$ cat config.mk
export PLATFORM = sky130hd
export DESIGN_NAME = rf_wb_arbiter
export DESIGN_NICKNAME = d
export VERILOG_FILES = /design/src/rtl/mips_pkg.sv /design/src/rtl/rr_arbiter.sv /design/src/rtl/rf_wb_arbiter.sv
export SDC_FILE = /design/constraint.sdc
export NUM_CORES = 1
export LEC_CHECK = 0
export ABC_AREA = 1
export CAP_MARGIN = 20
export CORE_AREA = 10 10 88 167
export DETAILED_ROUTE_END_ITERATION = 6
export DIE_AREA = 0 0 98 177
export PLACE_DENSITY = 0.89
export SKIP_CTS_REPAIR_TIMING = 1
export SYNTH_ARGS = -nofsm -noshare
export SYNTH_HDL_FRONTEND = slang
export SYNTH_SLANG_ARGS = --single-unit
$ cat constraint.sdc
create_clock -name clk -period 2.84 [get_ports clk]
set_input_delay 0.852 -clock clk [delete_from_list [all_inputs] [get_ports clk]]
set_output_delay 0.852 -clock clk [all_outputs]
set_load 0.01 [all_outputs]
$ cat src/rtl/mips_pkg.sv
// Shared CPU constants: register-file geometry and write-back producer indices.
package mips_pkg;
    localparam int ADDR_WIDTH = 5;
    localparam int NUM_REGS   = 32;
    localparam logic [ADDR_WIDTH-1:0] ZERO_REG = '0;

    localparam int SRC_ALU  = 0;
    localparam int SRC_LOAD = 1;
    localparam int SRC_MDU  = 2;
endpackage

$ cat src/rtl/rr_arbiter.sv
// Round-robin arbiter: one-hot grant scanning from an internal pointer,
// which moves past the winner whenever the caller signals advance.
module rr_arbiter #(
    parameter int N = 3
) (
    input  logic         clk,
    input  logic         rst,
    input  logic [N-1:0] req,
    input  logic         advance,
    output logic [N-1:0] grant
);
    localparam int PW = (N > 1) ? $clog2(N) : 1;

    logic [PW-1:0] r_ptr;
    logic [PW-1:0] w_idx;
    logic [PW-1:0] w_next_ptr;
    logic [N-1:0]  w_grant;
    logic          w_found;

    always_comb begin
        w_grant    = '0;
        w_found    = 1'b0;
        w_idx      = '0;
        w_next_ptr = r_ptr;
        for (int k = 0; k < N; k++) begin
            w_idx = PW'((int'(r_ptr) + k) % N);
            if (!w_found && req[w_idx]) begin
                w_grant[w_idx] = 1'b1;
                w_found        = 1'b1;
                w_next_ptr     = PW'((int'(w_idx) + 1) % N);
            end
        end
    end

    always_ff @(posedge clk) begin
        if (rst) begin
            r_ptr <= '0;
        end else if (advance && w_found) begin
            r_ptr <= w_next_ptr;
        end
    end

    assign grant = w_grant;
endmodule

$ cat src/rtl/rf_wb_arbiter.sv
// Write-back arbiter for the single register-file write port: round-robin
// grant, registered write stage, write counter and pending-write hazard mask.
module rf_wb_arbiter
    import mips_pkg::*;
#(
    parameter int DATA_WIDTH = 32,
    parameter int ADDR_WIDTH = mips_pkg::ADDR_WIDTH,
    parameter int NUM_SRC    = SRC_MDU + 1
) (
    input  logic                          clk,
    input  logic                          rst,
    input  logic [NUM_SRC-1:0]            src_valid,
    output logic [NUM_SRC-1:0]            src_ready,
    input  logic [NUM_SRC*ADDR_WIDTH-1:0] src_rd,
    input  logic [NUM_SRC*DATA_WIDTH-1:0] src_data,
    output logic                          rf_we,
    output logic [ADDR_WIDTH-1:0]         rf_rd,
    output logic [DATA_WIDTH-1:0]         rf_data,
    output logic [2**ADDR_WIDTH-1:0]      pending_mask,
    output logic [31:0]                   wr_count
);
    // Handshake: a source's write is taken at the posedge where its
    // src_valid and src_ready are both 1; ready is never raised during rst.

    logic [NUM_SRC-1:0]       w_grant;
    logic [NUM_SRC-1:0]       w_ready;
    logic                     w_take;
    logic [ADDR_WIDTH-1:0]    w_sel_rd;
    logic [DATA_WIDTH-1:0]    w_sel_data;
    logic [2**ADDR_WIDTH-1:0] w_mask;

    logic                     r_we;
    logic [ADDR_WIDTH-1:0]    r_rd;
    logic [DATA_WIDTH-1:0]    r_data;
    logic [31:0]              r_count;

    rr_arbiter #(.N(NUM_SRC)) u_rr (
        .clk     (clk),
        .rst     (rst),
        .req     (src_valid),
        .advance (w_take),
        .grant   (w_grant)
    );

    assign w_ready = rst ? '0 : w_grant;
    assign w_take  = |w_ready;

    always_comb begin
        w_sel_rd   = '0;
        w_sel_data = '0;
        for (int i = 0; i < NUM_SRC; i++) begin
            if (w_ready[i]) begin
                w_sel_rd   = w_sel_rd   | src_rd[i*ADDR_WIDTH +: ADDR_WIDTH];
                w_sel_data = w_sel_data | src_data[i*DATA_WIDTH +: DATA_WIDTH];
            end
        end
    end

    always_ff @(posedge clk) begin
        if (rst) begin
            r_we    <= 1'b0;
            r_rd    <= '0;
            r_data  <= '0;
            r_count <= '0;
        end else begin
            // Writes to the zero register complete the handshake but never enable the file.
            if (w_take) begin
                r_we   <= (w_sel_rd != ADDR_WIDTH'(ZERO_REG));
                r_rd   <= w_sel_rd;
                r_data <= w_sel_data;
            end else begin
                r_we   <= 1'b0;
            end
            if (r_we) begin
                r_count <= r_count + 32'd1;
            end
        end
    end

    always_comb begin
        w_mask = '0;
        for (int i = 0; i < NUM_SRC; i++) begin
            if (src_valid[i]) begin
                w_mask[src_rd[i*ADDR_WIDTH +: ADDR_WIDTH]] = 1'b1;
            end
        end
        if (r_we) begin
            w_mask[r_rd] = 1'b1;
        end
        w_mask[0] = 1'b0;
    end

    assign src_ready    = w_ready;
    assign rf_we        = r_we;
    assign rf_rd        = r_rd;
    assign rf_data      = r_data;
    assign pending_mask = w_mask;
    assign wr_count     = r_count;
endmodule

==> results.md <==
Global route:
- The maximum number of pins on one net before global-route repair is 165.
- Global routing used 26.2% of the available tracks across all layers.
- For this run the aggregate overflow at the end of global routing stands at 0.
- The initial antenna violation count was 2.
- The first global-routing pass estimated 36700 microns of wire.
- The number of global-route vias before repair is 6894.

CTS:
- The tree is rooted in a clkbuf_16.
- The number of levels in the clock H-tree is 3.
- The TritonCTS sink count is 72.
- The number of buffers created by CTS is 9.
- TritonCTS built the clock tree.
- The later-pin clock latency in the skew report is 0.34 ns.
- The number of buffers between clock root and the deepest sink is 2.
- The clock transition time at the flip-flop clock pins of the worst setup and hold paths is 0.06 ns.

Yosys:
- Counting flops and latches in the post-synthesis netlist gives 72.
- Each instance of the synthesized netlist takes up on average 6.33 sq um.
- The post-synthesis sequential area ratio is 28.5%.
- The synthesis warning total is 0.
- Summing the areas of all compound-gate instances in the mapped netlist gives 17.3% of the synthesized area.
- By area the synthesized netlist is led by dfxtp_1 (29%), nand3_1 (20%), nor2_1 (10%).
- The combinational family with the most area after synthesis is simple AND/OR/NAND/NOR gates.
- The synthesized netlist occupies a cell area of 0.00506 sq mm.
- After synthesis, the largest area contributor takes up 28.5% of total cell area.
- The xor and xnor area share after synthesis is 1.39%.
- Of the total synthesized cell area, the portion taken by full adders, half adders and majority gates is 1.48%.
- Among all flip-flop cells after synthesis, the most frequent one is dfxtp_1.
- The number of enable flip-flop cells after synthesis is 0.
- Counting flops with an async set or reset pin after synthesis yields a share of 0%.
- Measured against the total synthesized area, the mux share comes to 0%.
- The instance count of the mapped netlist is 799.
- Synthesis produced a netlist with a net count of 921.
- The number of distinct library cells after synthesis is 37.
- The largest area contributor in the netlist is dfxtp_1.
- After Yosys synthesis, and, or, nand and nor cells account for 40.7% of the synthesized area.

Die:
- The total I/O pin count is 221.
- The floorplan step defined a die boundary enclosing 0.0173 sq mm.
- In this run the core area contains 57 standard-cell rows.
- Measured along the y axis, the die boundary spans 177 microns.
- The chip width is 98 microns.
- The core region area is 0.0121 sq mm.
- The starting utilization of the core area is 42.0%.

Detailed routing:
- The detailed router placed 7086 vias in this run.
- The number of optimization iterations in the first detailed-route pass is 6.
- For this block, the routed nets add up to 24500 microns of wire.
- The number of design-rule violations left by the first detailed-router iteration is 419.
- The final routed DRC violation total is 0.
- After detailed routing, the number of vias per cell comes to 5.78.
- The remaining number of nets flagged by the antenna check after routing is 0.
- In the final routed layout, each cell accounts on average for 19.9 microns.

Outcome:
- The run finished with clean final reports.

Place:
- The post-placement setup slack is -0.819 ns.
- The post-detailed-placement half-perimeter wirelength is 18800 microns.
- The global placement routability congestion is 1.04.
- Input and output buffers added on the ports amount to 219.
- The placed instances occupy a cell area of 0.00790 sq mm.

Cells and area:
- The layout-stage area growth over the synthesis result is 68.1%.
- The post-route standard cell area excluding fillers is 0.00850 sq mm.
- Cells with a size suffix above 1 make up 20.3% of the layout.
- The layout net count is 1195.

Timing:
- The post-route clock period utilization is 98.6%.
- Setup repair after global routing could not meet its margin everywhere.
- Setup violations remaining at the end of the flow were counted as 0.
- Across the routed clock network, the largest skew measured is 0.00613 ns.
- The worst path needs 2.80 ns of the cycle, external delays included.
- The worst slew slack as a fraction of its limit is 48.9%.
- Based on the critical path, the design can be clocked at up to 357 MHz.
- The final max-slew violation count is 0.
- At the pin with the least slew margin, the transition time is 0.765 ns.
- The worst path meets setup with 0.0388 ns of slack.
- The number of hold violations in the final report is 0.

Worst setup path:
- The type of origin of the critical path is an input pin.
- The largest incremental delay on the critical path is 0.24 ns.
- The slowest stage of the critical path belongs to the cell nor3_2.
- In this design, the critical path's most frequently occurring cell is buf_4.
- The combined buffer and inverter count along the critical path is 4.
- Traced cell by cell, the critical path runs through dlymetal6s2s_1, buf_4, nor3_2, buf_4, a22oi_1, o221ai_1, buf_2.
- The kind of cell with the highest combined delay along the critical path is buffers and inverters.
- In this run the worst path has a maximum fanout of 5.
- For the worst setup path, the data arrival time is 1.95 ns.
- The type of the worst setup path is input pin to primary output.
- The required time at the endpoint of the critical path is 1.99 ns.
- The worst setup path is captured at a primary output.

Pwr:
- The total power per unit cell area is 788 mW/mm^2.
- The worst vdd rail ir drop is 666 uV.
- In this run the static leakage power is 0.00360 uW.

Worst hold path:
- The classification of the worst-slack hold path is register to register.

Job:
- The tool flagged a number of max-cap violations equal to 0.
==> synth_stat cells (4+ instances only) <==
cell type and count:
nand4_1 9, nor3_1 30, o21ai_0 36, buf_6 5
xor2_1 4, buf_4 10, nand2_1 66, a21oi_1 36
o21ai_1 13, buf_2 8, inv_1 70, clkbuf_1 23
nand3_1 198, a31oi_1 5, o221ai_1 30, ha_1 6
xnor2_1 4, dfxtp_1 72, a22oi_1 9, nor2_1 137
==> final timing paths <==
path                                    from                         to  slack (ns)  cells after the start
setup / recovery                   src_rd[2]           pending_mask[18]        0.04                      7
hold / removal     wr_count[28]$_SDFFE_PP0P_  wr_count[28]$_SDFFE_PP0P_        0.48                      2
setup reg to reg  u_rr.r_ptr[0]$_SDFFE_PP0P_      rf_rd[1]$_SDFFE_PP0N_        0.55                     15
hold reg to reg    wr_count[28]$_SDFFE_PP0P_  wr_count[28]$_SDFFE_PP0P_        0.48                      2
==> stage by stage <==
| step | power [uW] | hold slack (ns) | TNS, ns | util [%] | std cells |
|---|---|---|---|---|---|
| after detailed placement | 5300 | 0.479 | -28.03 | 65.5 | 1204 |
| after CTS | 6540 | 0.488 | -24.87 | 68.2 | 1220 |
| after global routing | 7130 | 0.509 | -0.127 | 70.5 | 1227 |
| final | 6700 | 0.481 | 0 | 70.5 | 1227 |
| after floorplan | 3800 | 0.472 | 0 | - | 799 |
| after global placement | 5260 | 0.472 | -27.02 | 65.5 | 1204 |
==> metal layers <==
metal	vias to the layer above	wire length, microns	track usage [%]
met2	376	13500	50.9
met4	0	1480	17.2
met1	3277	7870	23.0
li1	3336	-	-
met3	97	1640	6.14
met5	-	0	0
==> power breakdown <==
group          switching [uW]  leakage (uW)  internal, uW
Combinational            2440       0.00286          1660
Sequential                142      0.000590          1240
Clock                     447      0.000153           774
Total                    3020       0.00360          3670
==> worst min-delay path: stages, from the launching register on <==
cell,delay [ns]
dfxtp_1,0.32
inv_1,0.06
a21oi_1,0.05
==> cell type report <==
| type | instances | area, sq um |
|---|---|---|
| Timing Repair Buffer | 310 | 2870 |
| Antenna cell | 2 | 5.00 |
| Tap cell | 147 | 184 |
| Clock inverter | 6 | 90.1 |
| Multi-Input combinational cell | 607 | 3400 |
| Inverter | 73 | 280 |
| Sequential cell | 72 | 1450 |
| Fill cell | 977 | 3550 |
| Clock buffer | 10 | 229 |
==> registers in the layout, indices dropped and copies added (netlist names) <==
register / cells
rf_we: 1
rf_data: 32
rf_rd: 5
u_rr.r_ptr: 2
wr_count: 32
==> cell families after synthesis <==
group,count (synthesis)
AO/OA/AOI/OAI,139
XOR/XNOR,8
AND/OR/NAND/NOR,453
buffers and inverters,120
other,1
flip-flops,72
adder cells (fa/ha/maj),6
==> cells in the final DEF (no fill, tap or decap), drive strengths merged, types with 9 or more instances in the layout <==
| master | instances |
|---|---|
| a21oi | 36 |
| a22oi | 9 |
| buf | 113 |
| clkbuf | 22 |
| clkdlybuf4s50 | 167 |
| dfxtp | 72 |
| dlymetal6s2s | 18 |
| inv | 74 |
| nand2 | 69 |
| nand3 | 200 |
| nand4 | 9 |
| nor2 | 137 |
| nor3 | 30 |
| o21ai | 50 |
| o221ai | 30 |
(Power assumes the default switching activity.)
